### src/rtl/pulse_stretcher.sv
// Stretches single-cycle events into fixed-length level pulses separated by a minimum gap,
// queueing up to 15 further events and flagging any that had to be dropped.
module pulse_stretcher #(
  parameter int unsigned PULSE_TIME_MS = 100,
  parameter int unsigned GAP_TIME_MS   = 50,
  parameter int unsigned CLK_FREQ_HZ   = 50_000_000
) (
  input  logic       clk,
  input  logic       rst_a_p,
  input  logic       pulse_in,
  output logic       level_out,
  output logic       busy,
  output logic [3:0] pending,
  output logic       overflow
);

  localparam int unsigned CYC_PER_MS  = CLK_FREQ_HZ / 1000;
  localparam int unsigned HIGH_CYCLES = PULSE_TIME_MS * CYC_PER_MS;
  localparam int unsigned GAP_CYCLES  = GAP_TIME_MS * CYC_PER_MS;
  localparam int unsigned MAX_CYCLES  = (HIGH_CYCLES > GAP_CYCLES) ? HIGH_CYCLES : GAP_CYCLES;
  localparam int unsigned CNT_W       = (MAX_CYCLES > 1) ? $clog2(MAX_CYCLES) : 1;

  localparam logic [CNT_W-1:0] HIGH_LAST = CNT_W'(HIGH_CYCLES - 1);
  localparam logic [CNT_W-1:0] GAP_LAST  = CNT_W'(GAP_CYCLES - 1);

  typedef enum logic [1:0] {
    IDLE = 2'd0,
    HIGH = 2'd1,
    GAP  = 2'd2
  } state_t;

  state_t           state, state_nxt;
  logic [CNT_W-1:0] cnt, cnt_nxt;
  logic [3:0]       pending_nxt;
  logic             overflow_nxt;
  logic             inc, dec;

  always_comb begin
    state_nxt    = state;
    cnt_nxt      = cnt + CNT_W'(1);
    dec          = 1'b0;
    pending_nxt  = pending;
    overflow_nxt = overflow;

    unique case (state)
      IDLE: begin
        cnt_nxt = '0;
        if (pending != 4'd0 || pulse_in) begin
          state_nxt = HIGH;
          dec       = (pending != 4'd0);
        end
      end
      HIGH: begin
        if (cnt == HIGH_LAST) begin
          state_nxt = GAP;
          cnt_nxt   = '0;
        end
      end
      GAP: begin
        if (cnt == GAP_LAST) begin
          cnt_nxt = '0;
          if (pending != 4'd0) begin
            state_nxt = HIGH;
            dec       = 1'b1;
          end else begin
            state_nxt = IDLE;
          end
        end
      end
      default: begin
        state_nxt = IDLE;
        cnt_nxt   = '0;
      end
    endcase

    // An event arriving in IDLE with nothing queued starts directly and is never queued.
    inc = pulse_in && !(state == IDLE && pending == 4'd0);

    if (inc && !dec) begin
      if (pending == 4'hF) overflow_nxt = 1'b1;
      else                 pending_nxt  = pending + 4'd1;
    end else if (dec && !inc) begin
      pending_nxt = pending - 4'd1;
    end
  end

  always_ff @(posedge clk or posedge rst_a_p) begin
    if (rst_a_p) begin
      state     <= IDLE;
      cnt       <= '0;
      pending   <= 4'd0;
      overflow  <= 1'b0;
      level_out <= 1'b0;
      busy      <= 1'b0;
    end else begin
      state     <= state_nxt;
      cnt       <= cnt_nxt;
      pending   <= pending_nxt;
      overflow  <= overflow_nxt;
      level_out <= (state_nxt == HIGH);
      busy      <= (state_nxt != IDLE);
    end
  end

endmodule
### config.mk
export PLATFORM = sky130hd
export DESIGN_NAME = pulse_stretcher
export DESIGN_NICKNAME = d
export VERILOG_FILES = /design/src/rtl/pulse_stretcher.sv
export SDC_FILE = /design/constraint.sdc
export NUM_CORES = 1
export LEC_CHECK = 0
export BUFFER_PORTS_ARGS = -buffer_cell sky130_fd_sc_hd__buf_2
export CORE_MARGIN = 5
export CORE_UTILIZATION = 64
export DETAILED_ROUTE_END_ITERATION = 10
export PLACE_DENSITY = 0.83
export SLEW_MARGIN = 20
export SYNTH_ARGS = -nofsm -noshare
export SYNTH_HDL_FRONTEND = slang
export SYNTH_SLANG_ARGS = --single-unit
### constraint.sdc
create_clock -name clk -period 5.96 [get_ports clk]
set_clock_uncertainty 0.15 [all_clocks]
set_input_delay 0.596 -clock clk [delete_from_list [all_inputs] [get_ports clk]]
set_output_delay 0.596 -clock clk [all_outputs]
set_load 0.01 [all_outputs]
==> results of run 1 <==
sequential cells by signal (all words and copies together), names as in the netlist:
signal	count
cnt	23
busy	1
state	2
level_out	1
pending	4
overflow	1
report_power, final:
group                  switching, mW  total, mW  internal, mW
Combinational                0.00722     0.0107       0.00343
Sequential     0.0000000000000000134      0.217         0.217
Clock                         0.0715      0.115        0.0433
Total                         0.0787      0.342         0.264
how the worst max path moves through the flow:
stage / from / to / slack [ns] / cells past startpoint
floorplan: cnt[12] / pending[3] / 3.00 / 12
global placement: cnt[12] / pending[3] / 2.89 / 11
detailed placement: cnt[12] / pending[3] / 2.78 / 11
CTS: cnt[12] / pending[3] / 2.76 / 11
global route: cnt[12] / pending[3] / 2.57 / 11
finish: cnt[12] / pending[3] / 2.76 / 11
through the flow:
stage / setup WS, ns / utilization [%] / hold slack [ns] / area (sq um)
after floorplan: 3.00 / - / 0.318 / 1830
after global placement: 2.89 / 68.3 / 0.326 / 1880
after detailed placement: 2.78 / 68.3 / 0.345 / 1880
after CTS: 2.76 / 70.0 / 0.0609 / 1930
after global routing: 2.57 / 70.0 / 0.0642 / 1930
final: 2.76 / 70.0 / 0.0622 / 1930
metal layers:
metal	vias to the layer above	share of wire [%]
met1	628	47
met5	-	0
met2	18	47
met4	0	2.2
li1	642	-
met3	9	3.9
logic make-up after synthesis:
logic type,count (synthesis),synth area share [%]
AO/OA/AOI/OAI,14,7.11
flip-flops,32,43.7
AND/OR/NAND/NOR,85,25.6
adder cells (fa/ha/maj),8,5.88
multiplexers,3,1.64
buffers and inverters,12,3.69
XOR/XNOR,25,12.4
Yosys cell counts (all sizes together):
cell type / number
nor4bb: 2
nor4b: 1
buf: 3
a211oi: 1
a21oi: 2
nand2: 11
nor2: 33
or4bb: 1
and3: 4
clkbuf: 1
o21a: 1
o21ai: 1
or2: 1
nand4: 9
a2111oi: 1
nand3: 7
and3b: 1
xor2: 14
ha: 7
nand2b: 2
o31ai: 1
nor4: 2
o21bai: 1
or4: 3
and2: 1
nor3: 1
mux2i: 3
and4: 2
nor2b: 1
a21o: 2
inv: 8
a21boi: 1
xnor2: 11
a31oi: 1
fa: 1
or3: 2
a2bb2oi: 2
or4b: 1
dfrtp: 32
worst reg2reg max path: cells and delay by family (launching register included):
family / cells / cell delay (ns)
compound gates: 3 / 0.45
xor+xnor: 1 / 0.13
simple gates: 5 / 1.58
fa+ha+maj: 1 / 0.26
flops: 1 / 0.44
mux: 1 / 0.09
placed cells by master (no fill, tap or decap), types with 2 or more instances in the layout:
| cell type | netlist | layout |
|---|---|---|
| a21oi_1 | 2 | 2 |
| a2bb2oi_1 | 2 | 2 |
| and3_1 | 4 | 4 |
| buf_2 | 0 | 9 |
| clkbuf_4 | 0 | 5 |
| dfrtp_1 | 32 | 32 |
| ha_1 | 7 | 7 |
| inv_1 | 8 | 8 |
| mux2i_1 | 3 | 3 |
| nand2_1 | 10 | 10 |
| nand2b_1 | 2 | 2 |
| nand3_1 | 7 | 7 |
| nand4_1 | 9 | 9 |
| nor2_1 | 33 | 33 |
| nor4bb_1 | 2 | 2 |
| or3_1 | 2 | 2 |
| or4_1 | 2 | 2 |
| xnor2_1 | 10 | 10 |
| xor2_1 | 14 | 14 |
layout make-up:
| class | count | share of cell area (%) |
|---|---|---|
| clock buffers | 6 | 2.14 |
| clock inverters | 1 | 0.259 |
| inverters | 8 | 1.56 |
| multi-input cells | 135 | 49.8 |
| flip-flops and latches | 32 | 41.5 |
| well taps | 31 | 2.01 |
| repair buffers | 10 | 2.72 |
==> impl_metrics.env, run 1 <==
export IMPL_r2r_start="cnt[12]"
export IMPL_max_stage_delay_ns=0.58
export IMPL_cts_hold_buf=0
export IMPL_syn_area_per_cell_sq_um=10.2
export IMPL_drt_total_wl_um=3380
export IMPL_top_usage_layer="met2"
export IMPL_fin_crit_sh_pct=53.7
export IMPL_drive_gt1_share_pct=13.5
export IMPL_antenna_found_initial=0
export IMPL_endpoint_kind="register"
export IMPL_cap_viol_max_count=0
export IMPL_met1_usage_pct=24.7
export IMPL_worst_path_max_delay_cell="or4_4"
export IMPL_cts_buffer_depth=2
export IMPL_dieArea_sq_um=4030
export IMPL_yosysTopAreaCell="dfrtp_1"
export IMPL_cts_tree="built"
export IMPL_status="complete, no violations"
export IMPL_hold_class="in2async"
export IMPL_slew_headroom_pct=59.1
export IMPL_yosys_cell_types_count=45
export IMPL_path_delay_family="simple AND/OR/NAND/NOR gates"
export IMPL_coreArea_sq_um=2760
export IMPL_drt_pass1_iter_count=4
export IMPL_required_ns=6.04
export IMPL_ys_top_cells_by_area="dfrtp_1 44%, nor2_1 6.8%, xor2_1 6.7%, ha_1 4.8%, xnor2_1 4.8%"
export IMPL_htreeDepth=2
export IMPL_synth_top_area_share_pct=43.7
export IMPL_place_congestion=0.826
export IMPL_die_h_um=63.5
export IMPL_grt_usage_pct=19.5
export IMPL_cts_resized=0
export IMPL_rows=19
export IMPL_yosysSeqAreaShare_pct=43.7
export IMPL_cts_setup_buffers=0
export IMPL_cts_buffers=5
export IMPL_cp_arrival_ns=3.28
export IMPL_overflow=0
export IMPL_regArea_sq_um=801
export IMPL_r2r_cells=11
export IMPL_dp_hpwl_um=2450
export IMPL_rsz0062_at_grt="no"
export IMPL_clkLatencyLatePin_ns=0.34
export IMPL_cts_sink_count=32
export IMPL_tns_ns=0
export IMPL_yosys_warnings=0
export IMPL_critPathMaxFanout=5
export IMPL_vias_per_cell=5.82
export IMPL_drc=0
export IMPL_root_buffer="clkbuf_4"
export IMPL_path_clk_slew_ns=0.10
export IMPL_grtUsageMet2_pct=29.8
export IMPL_grt_met3_usage_pct=6.22
export IMPL_fmax_ghz=0.312
export IMPL_stdcell_count=223
export IMPL_worstPathCellList="or4_4 -> nor4_4 -> a21boi_2 -> or2_1 -> nand2_1 -> ha_1 -> a21o_1 -> a21oi_1 -> nor2b_1 -> mux2i_1 -> xnor2_1"
export IMPL_fin_crit_ns=3.20
export IMPL_reg2reg_slack_ns=2.76
export IMPL_drt_first_iter_violations=72
export IMPL_p_leak_nw=0.824
export IMPL_n_antenna_cell=0
export IMPL_worstMarginPinSlew_ns=0.608
export IMPL_dp_cells=216
export IMPL_grt_pass1_vias=1368
export IMPL_synth_cells=179
export IMPL_synth_seq_cells=32
export IMPL_power_mw=0.342
export IMPL_num_vias=1297
export IMPL_grt_pass1_wl_um=6110
export IMPL_grt_max_degree=24
export IMPL_cp_num_buf_inv=0
export IMPL_syn_to_final_growth_pct=5.47
export IMPL_vdd_drop_max_mv=0.168
export IMPL_wl_per_cell_um=15.2
export IMPL_ios=10
export IMPL_nNetsFinal=203
export IMPL_slew_violations=0
export IMPL_n_fill_cell=219
export IMPL_portBuffers=9
export IMPL_synthesis_area_sq_um=1830
export IMPL_finalSetupViolations=0
export IMPL_initial_utilization_pct=66.4
export IMPL_ant_nets=0
export IMPL_p_per_area_nw_per_um2=177
export IMPL_finalHoldViolCount=0
export IMPL_multiInputGateArea_sq_um=962
export IMPL_die_x_um=63.5
export IMPL_cp_start_kind="register"
export IMPL_syn_num_nets=190
export IMPL_path_class="reg2reg"
export IMPL_r2r_end="pending[3]"
No activity file was read; power rests on OpenSTA's default activity.
==> inputs of run 2 (changes only) <==
--- a/config.mk
+++ b/config.mk
@@ -5,11 +5,12 @@
 export SDC_FILE = /design/constraint.sdc
 export NUM_CORES = 1
 export LEC_CHECK = 0
+export ABC_AREA = 1
 export BUFFER_PORTS_ARGS = -buffer_cell sky130_fd_sc_hd__buf_2
 export CORE_MARGIN = 5
-export CORE_UTILIZATION = 64
+export CORE_UTILIZATION = 60
 export DETAILED_ROUTE_END_ITERATION = 10
-export PLACE_DENSITY = 0.83
+export PLACE_DENSITY = 0.78
 export SLEW_MARGIN = 20
 export SYNTH_ARGS = -nofsm -noshare
 export SYNTH_HDL_FRONTEND = slang
==> constraint.sdc (replaced) <==
create_clock -name clk -period 3.2 [get_ports clk]
set_clock_uncertainty 0.15 [all_clocks]
set_input_delay 0.32 -clock clk [delete_from_list [all_inputs] [get_ports clk]]
set_output_delay 0.32 -clock clk [all_outputs]
set_load 0.01 [all_outputs]
==> run 2 against run 1 <==
Net effect:
- synthesized cell count is 31% higher
- clock power is 110% higher
- utilization is 2.2 points lower
- via count is 15% higher
==> impl_metrics.env, run 2 <==
export IMPL_wl_met1_um=1610
export IMPL_drive_gt1_share_pct=16.3
export IMPL_p_seq_share_pct=52.5
export IMPL_p_leak_nw=1.01
export IMPL_yosys_warnings=0
export IMPL_num_vias=1489
export IMPL_vdd_drop_max_mv=0.304
export IMPL_worstMarginPinSlew_ns=0.394
export IMPL_wl_per_cell_um=11.7
export IMPL_slew_violations=0
export IMPL_yosys_cell_count_top_type="nand2_1"
export IMPL_ys_flop_type="dfrtp_1"
export IMPL_cts_sink_count=32
export IMPL_grt_usage_pct=18.9
export IMPL_yosysTopAreaCell="dfrtp_1"
export IMPL_cts_buffers=5
export IMPL_p_int_mw=0.625
export IMPL_coreArea_sq_um=3080
export IMPL_final_cell_mix="45 x nand2_1, 37 x nor2_1, 32 x inv_1, 32 x dfrtp_1, 12 x xor2_1"
export IMPL_wl_met2_um=1670
export IMPL_grt_pass1_wl_um=6300
export IMPL_yosys_cell_types_count=31
export IMPL_finalSetupViolations=0
export IMPL_cap_viol_max_count=0
export IMPL_yosysSeqAreaShare_pct=41.4
export IMPL_clkLatencyLatePin_ns=0.34
export IMPL_nNetsFinal=261
export IMPL_place_congestion=0.843
export IMPL_syn_num_nets=245
export IMPL_drt_first_iter_violations=75
export IMPL_hold_end="pending[2]"
export IMPL_ys_top_cells_by_count="45 x nand2_1, 37 x nor2_1, 32 x dfrtp_1, 32 x inv_1, 12 x xor2_1"
export IMPL_status="complete, no violations"
export IMPL_antenna_found_initial=0
export IMPL_required_ns=3.29
export IMPL_p_comb_share_pct=21.1
export IMPL_htreeDepth=2
export IMPL_n_antenna_cell=0
export IMPL_layout_commonest_cell="nand2_1"
export IMPL_largest_register_ffs=23
export IMPL_tns_ns=0
export IMPL_overflow=0
export IMPL_vias_per_cell=5.05
export IMPL_power_share_clock_pct=26.4
export IMPL_max_stage_delay_ns=0.38
export IMPL_routed_top_layer="met4"
export IMPL_path_delay_family="simple AND/OR/NAND/NOR gates"
export IMPL_worstPathCellList="ha_1 -> nand3_1 -> nor2_1 -> nand3_2 -> nand2_2 -> nand2_2 -> nand2_2 -> ha_1 -> nand2_1 -> nand2_1 -> a31oi_1 -> inv_1 -> nand2_1 -> nand3_1 -> nand2_1 -> nand2_1"
export IMPL_portBuffers=9
export IMPL_syn_area_per_cell_sq_um=8.27
export IMPL_die_h_um=66.8
export IMPL_root_buffer="clkbuf_4"
export IMPL_fin_crit_sh_pct=77.2
export IMPL_reg2reg_slack_ns=0.73
export IMPL_routed_wl_met3_um=135
export IMPL_syn_to_final_growth_pct=7.96
export IMPL_endpoint_kind="register"
export IMPL_n_fill_cell=267
export IMPL_drc=0
export IMPL_cp_start_kind="register"
export IMPL_worst_path_max_delay_cell="dfrtp_1"
export IMPL_cts_setup_buffers=0
export IMPL_cp_num_buf_inv=1
export IMPL_synth_top_area_share_pct=41.4
export IMPL_slew_headroom_pct=73.7
export IMPL_p_sw_mw=0.283
export IMPL_initial_utilization_pct=62.8
export IMPL_grt_pass1_vias=1508
export IMPL_die_x_um=66.8
export IMPL_cts_tree="built"
export IMPL_reg_top3="cnt: 23 flops, pending: 4 flops, state: 2 flops"
export IMPL_ant_nets=0
export IMPL_drt_pass1_iter_count=5
export IMPL_pre_cts_ws_ns=0.752
export IMPL_r2r_cells=16
export IMPL_cts_buffer_depth=2
export IMPL_ys_top_cells_by_area="dfrtp_1 41%, nand2_1 8.7%, nor2_1 7.2%, inv_1 6.2%, xor2_1 5.4%"
export IMPL_path_common_cell="nand2_1"
export IMPL_synth_cells=234
export IMPL_hold_depth=6
export IMPL_worst_slack_ns=0.729
export IMPL_utilization_pct=67.8
export IMPL_cp_arrival_ns=2.56
export IMPL_critPathMaxFanout=5
export IMPL_fin_crit_ns=2.47
export IMPL_largest_register="cnt"
export IMPL_dieArea_sq_um=4460
export IMPL_r2r_end="pending[3]"
export IMPL_synth_edf_count=0
export IMPL_path_clk_slew_ns=0.10
export IMPL_finalHoldViolCount=0
export IMPL_drt_total_wl_um=3460
export IMPL_rsz0062_at_grt="no"
export IMPL_synth_seq_cells=32
export IMPL_min_from="pulse_in"
export IMPL_power_mw=0.908
export IMPL_p_per_area_nw_per_um2=435
export IMPL_synth_async_sr_flop_share_pct=100
export IMPL_dp_hpwl_um=2570
export IMPL_hold_ws_ns=0.314
export IMPL_ios=10
export IMPL_cts_resized=0
export IMPL_r2r_start="cnt[0]"
export IMPL_synthesis_area_sq_um=1930
export IMPL_rows=20
export IMPL_path_class="reg2reg"
export IMPL_grt_max_degree=33
export IMPL_fmax_ghz=0.405
export IMPL_switching_share_pct=31.1
export IMPL_hold_class="in2reg"
[run 2: worst register-to-register path, cell delays in order (launching register included)]
cell     delay (ns)
dfrtp_1        0.38
ha_1           0.20
nand3_1        0.13
nor2_1         0.16
nand3_2        0.11
nand2_2        0.12
nand2_2        0.09
nand2_2        0.12
ha_1           0.27
nand2_1        0.07
nand2_1        0.05
a31oi_1        0.21
inv_1          0.06
nand2_1        0.08
nand3_1        0.08
nand2_1        0.06
nand2_1        0.04
[run 2: cells by family after synthesis]
kind of cell             after synthesis  share of synthesized area (%)
buffers and inverters                 35                           7.57
XOR/XNOR                              15                           6.79
AND/OR/NAND/NOR                      131                           35.0
flip-flops                            32                           41.4
adder cells (fa/ha/maj)                8                           5.56
AO/OA/AOI/OAI                         13                           3.69
[run 2: worst max path at each step]
stage / cells past startpoint / from / to
floorplan: 16 / cnt[0] / pending[3]
global placement: 16 / cnt[0] / pending[3]
detailed placement: 16 / cnt[0] / pending[3]
CTS: 16 / cnt[0] / pending[3]
global route: 16 / cnt[0] / pending[3]
finish: 16 / cnt[0] / pending[3]
[run 2: stage by stage]
step / cells / cell area, sq um
floorplan: 234 / 1930
global placement: 286 / 2020
detailed placement: 286 / 2020
CTS: 295 / 2090
global route: 295 / 2090
finish: 295 / 2090
[run 2: area by class of cell]
cell class / instances / area (sq um) / area share, %
Clock buffer: 8 / 58.8 / 2.82
Inverter: 33 / 124 / 5.93
Multi-Input combinational cell: 167 / 987 / 47.3
Sequential cell: 32 / 801 / 38.3
Tap cell: 44 / 55.1 / 2.64
Timing Repair Buffer: 11 / 62.6 / 3.00
[run 2: timing repair]
action                                  CTS  global route
hold buffers                              1             0
endpoints found under the hold margin    32             0
endpoints found under the setup margin    0             0
[run 2: per-layer routing]
layer	vias to the layer above	track usage [%]
li1	772	-
met1	688	23.0
met2	21	31.8
met3	8	6.07
met4	0	5.33
met5	-	0
[run 2: power by group through the flow]
| stage | Clock [mW] | Sequential, mW | Combinational (mW) |
|---|---|---|---|
| 2_1_floorplan | 0 | 0.494 | 0.119 |
| 3_3_place_gp | 0 | 0.485 | 0.188 |
| 3_5_place_dp | 0 | 0.486 | 0.192 |
| 4_1_cts | 0.249 | 0.477 | 0.194 |
| 5_1_grt | 0.269 | 0.484 | 0.225 |
| 6_report | 0.240 | 0.477 | 0.191 |
==> inputs of run 3 (changes only) <==
--- a/config.mk
+++ b/config.mk
@@ -5,12 +5,12 @@
 export SDC_FILE = /design/constraint.sdc
 export NUM_CORES = 1
 export LEC_CHECK = 0
-export ABC_AREA = 1
+export ABC_AREA = 0
 export BUFFER_PORTS_ARGS = -buffer_cell sky130_fd_sc_hd__buf_2
 export CORE_MARGIN = 5
 export CORE_UTILIZATION = 60
 export DETAILED_ROUTE_END_ITERATION = 10
-export PLACE_DENSITY = 0.78
+export PLACE_DENSITY = 0.79
 export SLEW_MARGIN = 20
 export SYNTH_ARGS = -nofsm -noshare
 export SYNTH_HDL_FRONTEND = slang
==> constraint.sdc (replaced) <==
create_clock -name clk -period 2.6 [get_ports clk]
set_clock_uncertainty 0.15 [all_clocks]
set_input_delay 0.26 -clock clk [delete_from_list [all_inputs] [get_ports clk]]
set_output_delay 0.26 -clock clk [all_outputs]
set_load 0.01 [all_outputs]
==> run 3 against run 2 <==
Net effect:
- the run now ends with setup timing left
- largest cell class unchanged
- maximum frequency fell by 11%
- die area fell by 4.6%
- utilization rose by 4.6 points
- critical path depth fell by 5
- hold slack got worse by 0.0074 ns
- largest power group unchanged
- worst setup slack got worse by 0.91 ns
- cell area rose by 3.3%
==> impl_metrics.env, run 3 (same netlist as run 1, synthesis figures left out) <==
export IMPL_cts_sink_count=32
export IMPL_clkLatencyLatePin_ns=0.32
export IMPL_drt_total_wl_um=3710
export IMPL_layout_commonest_cell="nor2_1"
export IMPL_required_ns=2.66
export IMPL_slew_violations=0
export IMPL_dp_hpwl_um=2770
export IMPL_root_buffer="clkbuf_4"
export IMPL_status="finished, violations left"
export IMPL_dp_cells=237
export IMPL_p_per_area_nw_per_um2=381
export IMPL_rows=20
export IMPL_fin_crit_sh_pct=107
export IMPL_finalSetupViolations=2
export IMPL_hold_class="in2reg"
export IMPL_htreeDepth=2
export IMPL_finalHoldViolCount=0
export IMPL_path_class="reg2reg"
export IMPL_design_area_sq_um=2160
export IMPL_wl_per_cell_um=14.9
export IMPL_worst_slack_ns=-0.184
export IMPL_drt_pass1_iter_count=4
export IMPL_drt_first_iter_violations=73
export IMPL_grt_max_degree=33
export IMPL_cts_buffers=5
export IMPL_fin_crit_ns=2.78
export IMPL_overflow=0
export IMPL_rsz0062_at_grt="yes"
export IMPL_antenna_found_initial=0
export IMPL_reg_top3="cnt: 23 flops, pending: 4 flops, state: 2 flops"
export IMPL_cts_tree="built"
export IMPL_final_cell_mix="33 x nor2_1, 32 x dfrtp_1, 22 x buf_4"
export IMPL_violations="setup timing"
export IMPL_die_h_um=65.2
export IMPL_coreArea_sq_um=2980
export IMPL_grt_pass1_wl_um=6270
export IMPL_tns_ns=-0.234
export IMPL_die_x_um=65.2
export IMPL_worstMarginPinSlew_ns=0.516
export IMPL_place_area_sq_um=2060
export IMPL_drc=0
export IMPL_slew_headroom_pct=65.3
export IMPL_ios=10
export IMPL_syn_to_final_growth_pct=17.8
export IMPL_drive_gt1_share_pct=25.0
export IMPL_power_mw=0.822
export IMPL_p_leak_nw=0.950
export IMPL_vias_per_cell=5.68
export IMPL_fmax_ghz=0.359
export IMPL_path_clk_slew_ns=0.10
export IMPL_ant_nets=0
export IMPL_stdcell_count=249
export IMPL_endpoint_kind="register"
export IMPL_largest_register_ffs=23
export IMPL_pre_cts_ws_ns=-0.247
export IMPL_grt_usage_pct=19.2
export IMPL_cap_viol_max_count=0
export IMPL_cts_buffer_depth=2
export IMPL_initial_utilization_pct=61.5
export IMPL_critPathMaxFanout=3
export IMPL_dieArea_sq_um=4260
export IMPL_cp_arrival_ns=2.85
export IMPL_utilization_pct=72.4
export IMPL_n_antenna_cell=0
export IMPL_num_vias=1414
export IMPL_place_congestion=0.867
export IMPL_largest_register="cnt"
export IMPL_nNetsFinal=226
export IMPL_vdd_drop_max_mv=0.352
export IMPL_grt_pass1_vias=1416
export IMPL_portBuffers=9
export IMPL_cp_start_kind="register"
export IMPL_hold_ws_ns=0.307
run 3: changes by cell type in the layout (fill, tap and decap cells not counted), sizes merged, moves of 3 or more:
cell	previous run	this run
and3	1	4
buf	10	32
xnor2	3	11
nand2	54	11
inv	33	8
nand4	6	9
nand3	13	7
nor2	41	33
nor3b	5	0
mux2i	0	3
o21ai	6	1
nor3	9	1
or4	0	3
run 3: path summary, 6_finish.rpt:
check | start | endpoint | slack [ns] | depth (start not counted)
max in group asynchronous | rst_a_p | cnt[7] | 1.61 | 4
hold reg to reg | overflow | overflow | 0.34 | 1
setup / recovery | cnt[9] | pending[3] | -0.18 | 11
setup reg to reg | cnt[9] | pending[3] | -0.18 | 11
hold / removal | pulse_in | state[0] | 0.31 | 5
min in group asynchronous | rst_a_p | pending[3] | 0.40 | 4
run 3: worst max-delay path, cell delays in order (launching register included):
cell and delay [ns]:
dfrtp_1 0.39, or4bb_4 0.55, nor4_4 0.30, a21boi_2 0.09, or2_4 0.25, nand2_4 0.08
ha_4 0.19, a21o_1 0.16, a21oi_2 0.13, nor2b_2 0.16, mux2i_1 0.10, xnor2_1 0.14
run 3: layout make-up:
class / count / area [sq um]
Clock buffer: 8 / 58.8
Fill cell: 218 / 821
Inverter: 8 / 30.0
Multi-Input combinational cell: 135 / 995
Sequential cell: 32 / 801
Tap cell: 33 / 41.3
Timing Repair Buffer: 33 / 231
run 3: repair_timing:
item | CTS | global route
endpoints found under the setup margin | 1 | 3
cloned | 0 | 0
buffers inserted | 0 | 3
pin swaps | 1 | 3
hold endpoints to repair | 32 | 0
gates resized for setup | 1 | 2
hold buffers | 1 | 0
run 3: layer usage:
metal	track usage [%]	up-vias	part of all wire (%)
met3	5.47	4	3.9
met2	31.4	36	49
met5	0	-	0
li1	-	694	-
met4	6.99	0	1.1
met1	24.3	680	46
run 3: power by group:
part                  switching [mW]  leakage (nW)  internal (mW)  total [mW]
Clock                          0.157        0.0326          0.133       0.290
Combinational                 0.0197         0.527         0.0152      0.0349
Sequential     0.0000000000000000308         0.391          0.497       0.497
Total                          0.176         0.950          0.646       0.822
